[src/rtl/booth_pp_accum.sv]
// booth_pp_accum: sequential radix-4 Booth partial-product generator/accumulator (2W-bit signed A*B).
// Optional BOOTH_ACC_DUAL_EN: retire two Booth digits per RUN cycle (NPP must be even).
module booth_pp_accum #(
  parameter int W   = 32,
  parameter int NPP = W/2
) (
  input  logic             clk,
  input  logic             rst,
  input  logic             in_valid,
  output logic             in_ready,
  input  logic [W-1:0]     b,
  input  logic [NPP-1:0]   set0,
  input  logic [NPP-1:0]   inv,
  input  logic [NPP-1:0]   x2,
  output logic             out_valid,
  input  logic             out_ready,
  output logic [2*W-1:0]   product
);

  localparam int CW = (NPP > 1) ? $clog2(NPP) : 1;

  typedef enum logic [1:0] {IDLE, RUN, DONE} state_t;

  state_t           state, next_state;
  logic [W-1:0]     b_r;
  logic [NPP-1:0]   set0_r, inv_r, x2_r;
  logic [CW-1:0]    cnt;
  logic [2*W-1:0]   acc;
  logic [2*W-1:0]   step_sum;
  logic             last_step;

  // Signed partial product for one digit; set0 wins over inv and x2.
  function automatic logic [2*W-1:0] pp(input logic s0, input logic neg,
                                        input logic dbl, input logic [W-1:0] bv);
    logic [2*W-1:0] m;
    m = {{W{bv[W-1]}}, bv};
    if (dbl) m = m << 1;
    if (s0)       pp = '0;
    else if (neg) pp = -m;
    else          pp = m;
  endfunction

`ifdef BOOTH_ACC_DUAL_EN
  localparam logic [CW-1:0] STEP = CW'(2);
  logic [CW-1:0] cnt_hi;
  assign cnt_hi    = cnt | CW'(1);
  assign step_sum  = (pp(set0_r[cnt], inv_r[cnt], x2_r[cnt], b_r) << {cnt, 1'b0})
                   + (pp(set0_r[cnt_hi], inv_r[cnt_hi], x2_r[cnt_hi], b_r) << {cnt_hi, 1'b0});
  assign last_step = (cnt == CW'(NPP-2));
`else
  localparam logic [CW-1:0] STEP = CW'(1);
  assign step_sum  = pp(set0_r[cnt], inv_r[cnt], x2_r[cnt], b_r) << {cnt, 1'b0};
  assign last_step = (cnt == CW'(NPP-1));
`endif

  always_ff @(posedge clk) begin
    if (rst) state <= IDLE;
    else     state <= next_state;
  end

  always_comb begin
    next_state = state;
    in_ready   = 1'b0;
    out_valid  = 1'b0;
    case (state)
      IDLE: begin
        in_ready = 1'b1;
        if (in_valid) next_state = RUN;
      end
      RUN: begin
        if (last_step) next_state = DONE;
      end
      DONE: begin
        out_valid = 1'b1;
        if (out_ready) next_state = IDLE;
      end
      default: next_state = IDLE;
    endcase
  end

  // Operands are captured only at accept so upstream may move on immediately.
  always_ff @(posedge clk) begin
    if (rst) begin
      b_r    <= '0;
      set0_r <= '0;
      inv_r  <= '0;
      x2_r   <= '0;
      cnt    <= '0;
      acc    <= '0;
    end else begin
      case (state)
        IDLE: begin
          if (in_valid) begin
            b_r    <= b;
            set0_r <= set0;
            inv_r  <= inv;
            x2_r   <= x2;
            cnt    <= '0;
            acc    <= '0;
          end
        end
        RUN: begin
          acc <= acc + step_sum;
          cnt <= cnt + STEP;
        end
        default: ;
      endcase
    end
  end

  assign product = (state == DONE) ? acc : '0;

endmodule

[config.mk]
export PLATFORM = sky130hd
export DESIGN_NAME = booth_pp_accum
export DESIGN_NICKNAME = d
export VERILOG_FILES = /design/src/rtl/booth_pp_accum.sv
export SDC_FILE = /design/constraint.sdc
export NUM_CORES = 1
export LEC_CHECK = 0
export BUFFER_PORTS_ARGS = -buffer_cell sky130_fd_sc_hd__buf_2
export CAP_MARGIN = 30
export CELL_PAD_IN_SITES_DETAIL_PLACEMENT = 1
export CELL_PAD_IN_SITES_GLOBAL_PLACEMENT = 1
export CORE_AREA = 5 5 175 177
export DETAILED_ROUTE_END_ITERATION = 10
export DIE_AREA = 0 0 180 182
export HOLD_SLACK_MARGIN = 0.08
export PLACE_DENSITY = 0.91
export SYNTH_ARGS = -nofsm -noshare
export SYNTH_HDL_FRONTEND = slang
export SYNTH_SLANG_ARGS = --single-unit
[constraint.sdc]
create_clock -name clk -period 12.2 [get_ports clk]
set_input_delay 2.44 -clock clk [delete_from_list [all_inputs] [get_ports clk]]
set_output_delay 2.44 -clock clk [all_outputs]
set_load 0.02 [all_outputs]
== After elaboration in Yosys (flattened, before gate mapping) ==
Index checks and enable logic that the tools add are counted.

* Input port bits: 84
* Memory bits (writable): 0
* Word-level logic and storage cells: 43
* Output and inout port bits: 66
* Memories: 0
* Latch bits: 0
* Memory bits (read-only): 0
* Register bits: 150

* Equal/unequal tests: 6
* $mul: 0
* Bitwise logic cells: 0
* Multiplexer cells: 20
* Divide/modulo/power cells: 0
* Reductions and logical operators: 5
* Order comparisons: 1
* Shifts and indexed selects: 1
* Add/sub/neg operators: 3

{| class="wikitable"
|+ Operators by type and width
! cell !! count
|-
| $mux 64 || 4
|-
| $pmux 64 s2 || 1
|-
| $add 64x64->64 || 1
|-
| $neg 64->64 || 1
|-
| $shl 64x5->64 || 1
|-
| $mux 32 || 1
|-
| $bmux 1 s4 || 3
|-
| $pmux 4 s2 || 1
|-
| $mux 2 || 3
|-
| $ne 2x2->1 const B || 3
|-
| $pmux 2 s3 || 1
|-
| $lt 4x5->1 const B || 1
|-
| $mux 1 || 5
|-
| $add 4x1->4 const B || 1
|-
| $eq 4x4->1 const B || 1
|-
| $mux 4 || 1
|-
| $reduce_and 2->1 || 2
|-
| $reduce_and 3->1 || 1
|-
| $eq 2x1->1 const B || 1
|-
| $eq 2x2->1 const B || 1
|-
| $logic_not 2->1 || 1
|-
| $reduce_bool 2->1 || 1
|}

== Depth between registers and ports, before layout ==
Gate-level depths: netlist of run 1.

* Depth after elaboration: 9
* Gate-level depth with buffers: 32
* Depth with buffers taken out: 28

== Least setup slack after synthesis of run 1 ==
Ideal clock, no wire load.

* Path type: reg2reg
* Start point: register cnt[2]
* End point: register acc[62]
* Path slack: 4.760 ns
* Data required time: 12.083 ns
* Period minus slack after synthesis: 7.440 ns
* Setup time: 0.117 ns
* Arrival time: 7.324 ns
* Buffers on the path: 5
* Stages on the path, launching flop included: 31
* Cells stage by stage: dfxtp_1 -> buf_1 -> mux4_2 -> mux4_2 -> buf_2 -> buf_2 -> buf_2 -> mux2i_1 -> ha_1 -> nor3b_1 -> nand3_1 -> a2111o_1 -> nand3b_4 -> o31a_1 -> xnor2_2 -> a22o_1 -> o221ai_1 -> mux2i_1 -> ha_1 -> clkbuf_1 -> nand2_1 -> o21ai_0 -> a21oi_1 -> or4b_1 -> nor2_1 -> o31ai_1 -> nand2_1 -> a41oi_1 -> o41ai_1 -> xor2_1 -> a22o_1

* Longest elaborated chain between the ends: 9
* Elaborated cells between the ends (all ways): 13
* Those cells by class: 2 x add/sub; 1 x shift; 10 x mux

{| class="wikitable"
|+ Ends and longest elaborated chain
! element !! line !! text
|-
| start, declared || 27 || <nowiki>logic [CW-1:0] cnt;</nowiki>
|-
| start signal, assigned || 104 || <nowiki>cnt <= cnt + STEP;</nowiki>
|-
| $bmux 1 s4 || 52 || <nowiki>assign step_sum = pp(set0_r[cnt], inv_r[cnt], x2_r[cnt], b_r) << {cnt, 1'b0};</nowiki>
|-
| $mux 1 (not written as such) || 52 ||
|-
| $mux 32 || 37 || <nowiki>if (dbl) m = m << 1;</nowiki>
|-
| $neg 64->64 || 39 || <nowiki>else if (neg) pp = -m;</nowiki>
|-
| $mux 64 || 39 ||
|-
| $mux 64 || 38 || <nowiki>if (s0) pp = '0;</nowiki>
|-
| $shl 64x5->64 * || 52 ||
|-
| $add 64x64->64 * || 103 || <nowiki>acc <= acc + step_sum;</nowiki>
|-
| $pmux 64 s2 * || 91 || <nowiki>case (state)</nowiki>
|-
| end signal, assigned || 103 ||
|-
| end, declared || 28 || <nowiki>logic [2*W-1:0] acc;</nowiki>
|}

Mark *: on every way between the ends. The rest lies on a longest branch, timed or not. The select of a mux whose other input is x is not followed.
A chain may end at the register's enable or synchronous reset.

== Worst setup path after layout of run 1 ==
* Start point: register cnt[1]
* End point: register acc[57]

The elaborated chain is that of the path after synthesis.

==> results of run 1 <==
==> routing by layer <==
layer  up-vias  routed length [um]
met5         -                   0
met4         0                1201
met3        93                3108
met2       488               23540
met1      7115               21670
li1       6845                   -
==> power by group through the flow <==
stage          registers [mW]  logic [mW]  clock network [mW]
2_1_floorplan           0.544       0.402                   0
3_3_place_gp            0.561       0.533                   0
3_5_place_dp            0.563       0.550                   0
4_1_cts                 0.551       0.558               0.572
5_1_grt                 0.556       0.615               0.594
6_report                0.552       0.569               0.568
==> state kept, by name, summed over array words and instances (netlist names) <==
signal	count
x2_r	16
set0_r	16
b_r	32
state	2
acc	64
cnt	4
inv_r	16
==> critical path, cell delays in order (launching register included) <==
cell and delay [ns]:
dfxtp_2 0.32, buf_4 0.64, mux4_2 0.64, mux4_2 0.50, buf_4 0.35, mux2i_1 0.29
ha_1 0.24, nor3b_1 0.53, nand4_1 0.28, or4_1 0.60, nand3_1 0.11, o21ai_1 0.06
a221oi_1 0.74, mux2i_1 0.28, mux2i_1 0.22, a21oi_1 0.12, ha_1 0.41, a21oi_1 0.30
nand2_1 0.12, a2111oi_0 0.58, a21oi_1 0.15, a2111o_1 0.47, and3_1 0.20, nor3_1 0.39
a21oi_1 0.18, a31oi_1 0.23, xnor2_1 0.09, a22o_1 0.19
==> metrics by stage <==
| stage | util [%] | hold WS (ns) | instance area (um2) | worst slack, ns |
|---|---|---|---|---|
| after global routing | 51.12 | 0.4718 | 14870 | 2.160 |
| after floorplan | - | 0.4331 | 13370 | 4.760 |
| after detailed placement | 48.94 | 0.4447 | 14240 | 3.292 |
| after global placement | 48.94 | 0.4413 | 14240 | 3.439 |
| after CTS | 51.06 | 0.4602 | 14850 | 3.095 |
| final | 51.12 | 0.4597 | 14870 | 2.856 |
==> synth_stat cells (all sizes together), types with 6 or more instances <==
cell type    n  area, um2
nor2       112      420.4
buf         23      101.4
a221oi       7      67.56
o22ai        9      56.30
a22oi       19      147.6
inv         26      97.60
a2bb2oi      7      61.31
o21a         8      60.06
and3         9      56.30
dfxtp      150       3003
a211o        7      61.31
mux2i       44      440.4
o211ai       9      67.56
clkbuf     119      446.7
a22o        26      227.7
mux4        15      337.8
a211oi      10      80.07
a21o        47      352.8
o22a         6      52.55
or3         12      75.07
a311oi       8      70.07
nand3       88      440.4
xor2        35      306.5
nor3        28      140.1
xnor2       41      366.6
o31ai       21      162.6
nand4       19      118.9
a31oi       13      81.33
ha          80       1001
nor4         6      37.54
o21bai      19      142.6
mux2         9      101.4
nand2      327       1227
nor2b       14      87.58
a21oi      254       1279
and2        76      478.0
o21ai      103      519.2
==> area by class of cell <==
class                           instances  area share (%)
Timing Repair Buffer                  167           6.024
Sequential cell                       150           20.22
Inverter                               26          0.6563
Tap cell                              390           3.281
Clock buffer                           18           2.953
Clock inverter                         14           1.178
Multi-Input combinational cell       1556           65.69
==> cells by family after synthesis <==
group / Yosys count / synth area share, %
flip-flops: 150 / 22.46
XOR/XNOR: 76 / 5.034
buffers and inverters: 168 / 4.828
multiplexers: 68 / 6.577
AND/OR/NAND/NOR: 719 / 24.74
AO/OA/AOI/OAI: 612 / 28.73
adder cells (fa/ha/maj): 81 / 7.635
==> placed cells by master, fill, tap and decap left out, drive strengths merged, types with 10 or more instances in the layout <==
cell type / Yosys / layout
a211oi: 10 / 10
a21o: 47 / 47
a21oi: 254 / 254
a22o: 26 / 26
a22oi: 19 / 19
a31oi: 13 / 13
and2: 76 / 76
buf: 23 / 167
clkbuf: 119 / 18
dfxtp: 150 / 150
ha: 80 / 80
inv: 26 / 35
mux2i: 44 / 44
mux4: 15 / 15
nand2: 327 / 327
nand3: 88 / 88
nand4: 19 / 19
nor2: 112 / 112
nor2b: 14 / 14
nor3: 28 / 28
o21ai: 103 / 103
o21bai: 19 / 19
o31ai: 21 / 21
or3: 12 / 12
xnor2: 41 / 41
xor2: 35 / 35
==> worst paths after layout <==
| kind | startpoint | end | slack [ns] | cells after the start |
|---|---|---|---|---|
| worst min-delay path | inv_r[4]$_SDFFE_PP0P_ | inv_r[4]$_SDFFE_PP0P_ | 0.46 | 2 |
| worst max register to register | cnt[1]$_SDFFE_PP0P_ | acc[57]$_SDFFE_PP0P_ | 2.86 | 27 |
| worst min register to register | inv_r[4]$_SDFFE_PP0P_ | inv_r[4]$_SDFFE_PP0P_ | 0.46 | 2 |
| worst max-delay path | cnt[1]$_SDFFE_PP0P_ | acc[57]$_SDFFE_PP0P_ | 2.86 | 27 |
==> impl_metrics.py, run 1 <==
metrics = {
    "yosys": {
        "synth_seq_area_share_pct": 22.46,
        "syn_inst": 1874,
        "synth_edf_count": 0,
        "synth_nets": 2039,
        "yosys_warnings": 0,
        "async_flop_share_pct": 0,
        "ys.flop_type": "dfxtp_1",
        "syn_area_per_cell_um2": 7.136,
        "syn_area_um2": 13370,
        "ys_ff_latch": 150,
        "ys_types": 82,
    },
    "floorplanning": {
        "initial_utilization_pct": 45.98,
        "die-area_um2": 32760,
        "die_w_um": 180,
        "pin_count": 150,
        "die_h_um": 182,
        "core_area_um2": 29090,
        "num_rows": 63,
    },
    "clocking": {
        "cts.path.max_buffers": 2,
        "cts_root_buf": "clkbuf_16",
        "htreeDepth": 4,
        "numCtsBuffers": 17,
        "cts_sinks": 150,
        "clk_pin_slew_ns": 0.08,
        "clk_latency_ns": 0.46,
        "cts_tree": "yes",
        "cts_setup_buffers": 0,
        "postCtsHoldBufs": 0,
        "post_cts_resized": 0,
    },
    "cells_and_area": {
        "drive_gt1_share_pct": 13.05,
        "diodes": 0,
        "seq_area_um2": 3007,
        "multi_input_comb_area_um2": 9768,
        "fin_cells": 2321,
        "fill_cells": 3716,
        "syn2layout_area_growth_pct": 11.20,
        "finalNetCount": 2083,
    },
    "detailed_routing": {
        "drtIter0Drc": 1316,
        "drc": 0,
        "vias": 14541,
        "avgViaCountPerCell": 6.265,
        "wirelength_mm": 49.52,
        "postRouteAntennaNets": 0,
        "wl_per_cell_um": 21.34,
        "dr.pass1.iters": 8,
    },
    "setup_path": {
        "cp.arrival_ns": 9.70,
        "cp-start-kind": "flop",
        "path_max_fanout": 71,
        "path_class": "flop to flop",
        "cp-end-kind": "flop",
        "critPathRequiredTime_ns": 12.56,
    },
    "power_and_ir_drop": {
        "clkPwrFrac_pct": 33.7,
        "comb_power_share_pct": 33.7,
        "leakagePower_nw": 6.448,
        "powerDensity_nw_per_um2": 113.6,
        "switching_share_pct": 40.75,
        "pwr-share-seq_pct": 32.7,
        "p_sw_mw": 0.6885,
        "p_int_mw": 1.001,
        "vdd_drop_max_mv": 0.1022,
        "p_total_mw": 1.689,
    },
    "global_routing": {
        "antenna_found_initial": 0,
        "grt_pass1_wl_mm": 78.43,
        "grtUsageMet3_pct": 4.347,
        "met1_usage_pct": 38.22,
        "grt-busiest-layer": "met2",
        "grt_start_max_net_pins": 97,
        "grtUsageTotal_pct": 28.97,
        "grt-ovfl-total": 0,
        "grt_pass1_vias": 14382,
        "met2_usage_pct": 49.53,
    },
    "job": {
        "cap_violations": 0,
    },
    "timing": {
        "max_freq_ghz": 0.1070,
        "final.period_utilization_pct": 76.59,
        "worst_slew_pin_slew_ns": 0.9933,
        "slew_viol_final": 0,
        "slew-limit-headroom_pct": 31.89,
        "setup_tns_ns": 0,
        "fin_skew_ns": 0.01624,
        "hold_violations": 0,
        "fin_crit_ns": 9.344,
        "setup_viol_count_final": 0,
        "rsz0062_at_grt": "false",
    },
    "placed_design": {
        "globalplace.congestion": 0.9498,
        "hpwl_mm": 36.34,
        "port-buffer-count": 149,
        "placed_cells_incl_taps": 2288,
    },
    "run_status": {
        "outcome": "complete, no violations",
    },
    "worst_hold_path": {
        "hold_path_class": "flop to flop",
    },
}
Note: power is estimated with default switching activity, not from simulation.
==> run 2, diff against run 1 <==
Settings changed: ABC_AREA set to 1, CORE_AREA 5 5 175 177 to 5 5 201 203, DIE_AREA 0 0 180 182 to 0 0 206 208, PLACE_DENSITY 0.91 to 0.83.
Clock period 12.2 ns to 8.05 ns, I/O delays scaled along.
==> run 2 against run 1 <==
  * Power rose by 87%
  * Worst setup slack got worse by 2.0 ns
  * Maximum frequency grew 30%
  * Cell count rose by 34%
  * First-iteration DRC count rose by 8.9%
  * Die area increased by 31%
  * Sequential share of layout area shrank 1.3 points
  * Synthesized area rose by 7.6%
==> impl_metrics.py, run 2 <==
metrics = {
    "power_and_ir_drop": {
        "p_sw_mw": 1.479,
        "powerDensity_nw_per_um2": 199.2,
        "vdd_drop_max_mv": 0.1723,
        "p_int_mw": 1.688,
        "pwr-share-seq_pct": 27.4,
        "clkPwrFrac_pct": 26.4,
        "leakagePower_nw": 7.554,
        "switching_share_pct": 46.69,
        "comb_power_share_pct": 46.1,
    },
    "timing": {
        "setup_tns_ns": 0,
        "worst_slew_pin_slew_ns": 0.9812,
        "hold_ws_ns": 0.4579,
        "max_freq_ghz": 0.1393,
        "fin_skew_ns": 0.01207,
        "hold_violations": 0,
        "setup_viol_count_final": 0,
        "slew_viol_final": 0,
        "rsz0062_at_grt": "false",
        "slew-limit-headroom_pct": 34.49,
        "final.period_utilization_pct": 89.19,
        "fin_crit_ns": 7.180,
    },
    "cells_and_area": {
        "fin_cells": 3106,
        "top_register": "acc",
        "syn2layout_area_growth_pct": 10.51,
        "finalNetCount": 2740,
        "reg_top3": "acc x64, b_r x32",
        "largest_reg_flops": 64,
        "final_common_cell": "nand2_1",
        "final_cell_mix": "nand2_1, nand3_1, nor2_1",
        "drive_gt1_share_pct": 10.97,
        "utilization_pct": 41.52,
        "diodes": 0,
    },
    "detailed_routing": {
        "vias": 17039,
        "drtIter0Drc": 1433,
        "drc": 0,
        "dr.pass1.iters": 5,
        "avgViaCountPerCell": 5.486,
        "postRouteAntennaNets": 0,
        "wl_per_cell_um": 18.15,
        "wirelength_mm": 56.38,
    },
    "setup_path": {
        "critPathRequiredTime_ns": 8.37,
        "slowest_stage": "dfxtp_2",
        "cp-start-kind": "flop",
        "path_max_fanout": 63,
        "cp.arrival_ns": 7.50,
        "path_class": "flop to flop",
        "cp_slowest_stage_delay_ns": 0.64,
        "cp-end-kind": "flop",
    },
    "yosys": {
        "syn_inst": 2512,
        "syn_area_um2": 14390,
        "ys.flop_type": "dfxtp_1",
        "async_flop_share_pct": 0,
        "syn_area_per_cell_um2": 5.727,
        "synth_seq_area_share_pct": 20.87,
        "ys_ff_latch": 150,
        "yosys-top-cells-count": "nand2_1, nand3_1, nor2_1",
        "synth.most_common_cell": "nand2_1",
        "synth_top_area_cell": "dfxtp_1",
        "synth_edf_count": 0,
        "synth_nets": 2677,
        "synth_area_leaders": "dfxtp_1, nand2_1, nand3_1, a21oi_1, nor2_1",
        "ys_types": 53,
        "yosys_warnings": 0,
        "synth_top_area_share_pct": 20.87,
    },
    "clocking": {
        "clk_latency_ns": 0.48,
        "cts_sinks": 150,
        "postCtsHoldBufs": 0,
        "numCtsBuffers": 17,
        "cts.path.max_buffers": 2,
        "htreeDepth": 4,
        "clk_pin_slew_ns": 0.07,
        "cts_root_buf": "clkbuf_16",
        "cts_tree": "yes",
        "cts_setup_buffers": 0,
        "post_cts_resized": 0,
    },
    "global_routing": {
        "grt_pass1_wl_mm": 90.71,
        "grt-ovfl-total": 0,
        "antenna_found_initial": 0,
        "grt_pass1_vias": 16984,
        "grt_start_max_net_pins": 115,
        "grtUsageTotal_pct": 25.88,
    },
    "run_status": {
        "outcome": "complete, no violations",
    },
    "placed_design": {
        "hpwl_mm": 44.09,
        "placed_cells_incl_taps": 3074,
        "globalplace.congestion": 0.9831,
        "port-buffer-count": 149,
    },
    "floorplanning": {
        "die-area_um2": 42850,
        "pin_count": 150,
        "die_w_um": 206,
        "die_h_um": 208,
        "initial_utilization_pct": 37.58,
        "core_area_um2": 38290,
        "num_rows": 72,
    },
    "worst_hold_path": {
        "hold_path_class": "flop to flop",
    },
    "job": {
        "cap_violations": 0,
    },
}
## run 2: final cells by class
cell class                      count  area, um2
Fill cell                        5402      22390
Tap cell                          518      648.1
Multi-Input combinational cell   1965       9756
Inverter                          276       1039
Timing Repair Buffer              165      865.8
Clock buffer                       17      425.4
Sequential cell                   150       3007
Clock inverter                     15      157.7
## run 2: final timing paths
check / endpoint / slack (ns) / startpoint / depth (start not counted)
setup reg to reg: acc[58]$_SDFFE_PP0P_ / 0.87 / cnt[0]$_SDFFE_PP0P_ / 36
setup / recovery: acc[58]$_SDFFE_PP0P_ / 0.87 / cnt[0]$_SDFFE_PP0P_ / 36
hold / removal: x2_r[6]$_SDFFE_PP0P_ / 0.46 / x2_r[6]$_SDFFE_PP0P_ / 2
hold reg to reg: x2_r[6]$_SDFFE_PP0P_ / 0.46 / x2_r[6]$_SDFFE_PP0P_ / 2
## run 2: through the flow
step	area [um2]	setup slack, ns	power [mW]
floorplan	14390	3.273	1.901
global placement	15310	1.202	2.273
detailed placement	15310	1.034	2.322
CTS	15900	0.9699	3.176
global route	15900	0.1677	3.392
finish	15900	0.8699	3.167
## run 2: cell families (layout without fill, tap and decap cells)
logic type / count (synthesis) / count (layout) / synth area share, %
fa+ha+maj: 81 / 81 / 7.097
mux: 1 / 1 / 0.06958
xor+xnor: 2 / 2 / 0.1740
flops: 150 / 150 / 20.87
compound gates: 544 / 544 / 20.28
simple gates: 1337 / 1337 / 40.09
buf+inv: 397 / 473 / 11.42
## run 2: critical path: cells and delay by family, from the launching register on
family | cells | cell delay, ns
and+or+nand+nor | 25 | 4.21
AOI/OAI and AO/OA | 6 | 0.84
adders and majority gates | 2 | 0.70
DFF | 1 | 0.64
buffers and inverters | 3 | 0.63
## run 2: power groups by stage
stage	sequential, mW	clock [mW]	combinational, mW
after floorplan	0.858	0	1.04
after detailed placement	0.885	0	1.44
after global routing	0.876	0.883	1.63
final	0.869	0.837	1.46
after global placement	0.882	0	1.39
after CTS	0.869	0.857	1.45
## run 2: metal layers
layer	GRT usage (%)	part of all wire (%)	vias up
met4	7.090	2.3	0
met3	3.488	4.6	83
met2	43.12	47	427
li1	-	-	8427
met5	0	0	-
met1	35.07	46	8102
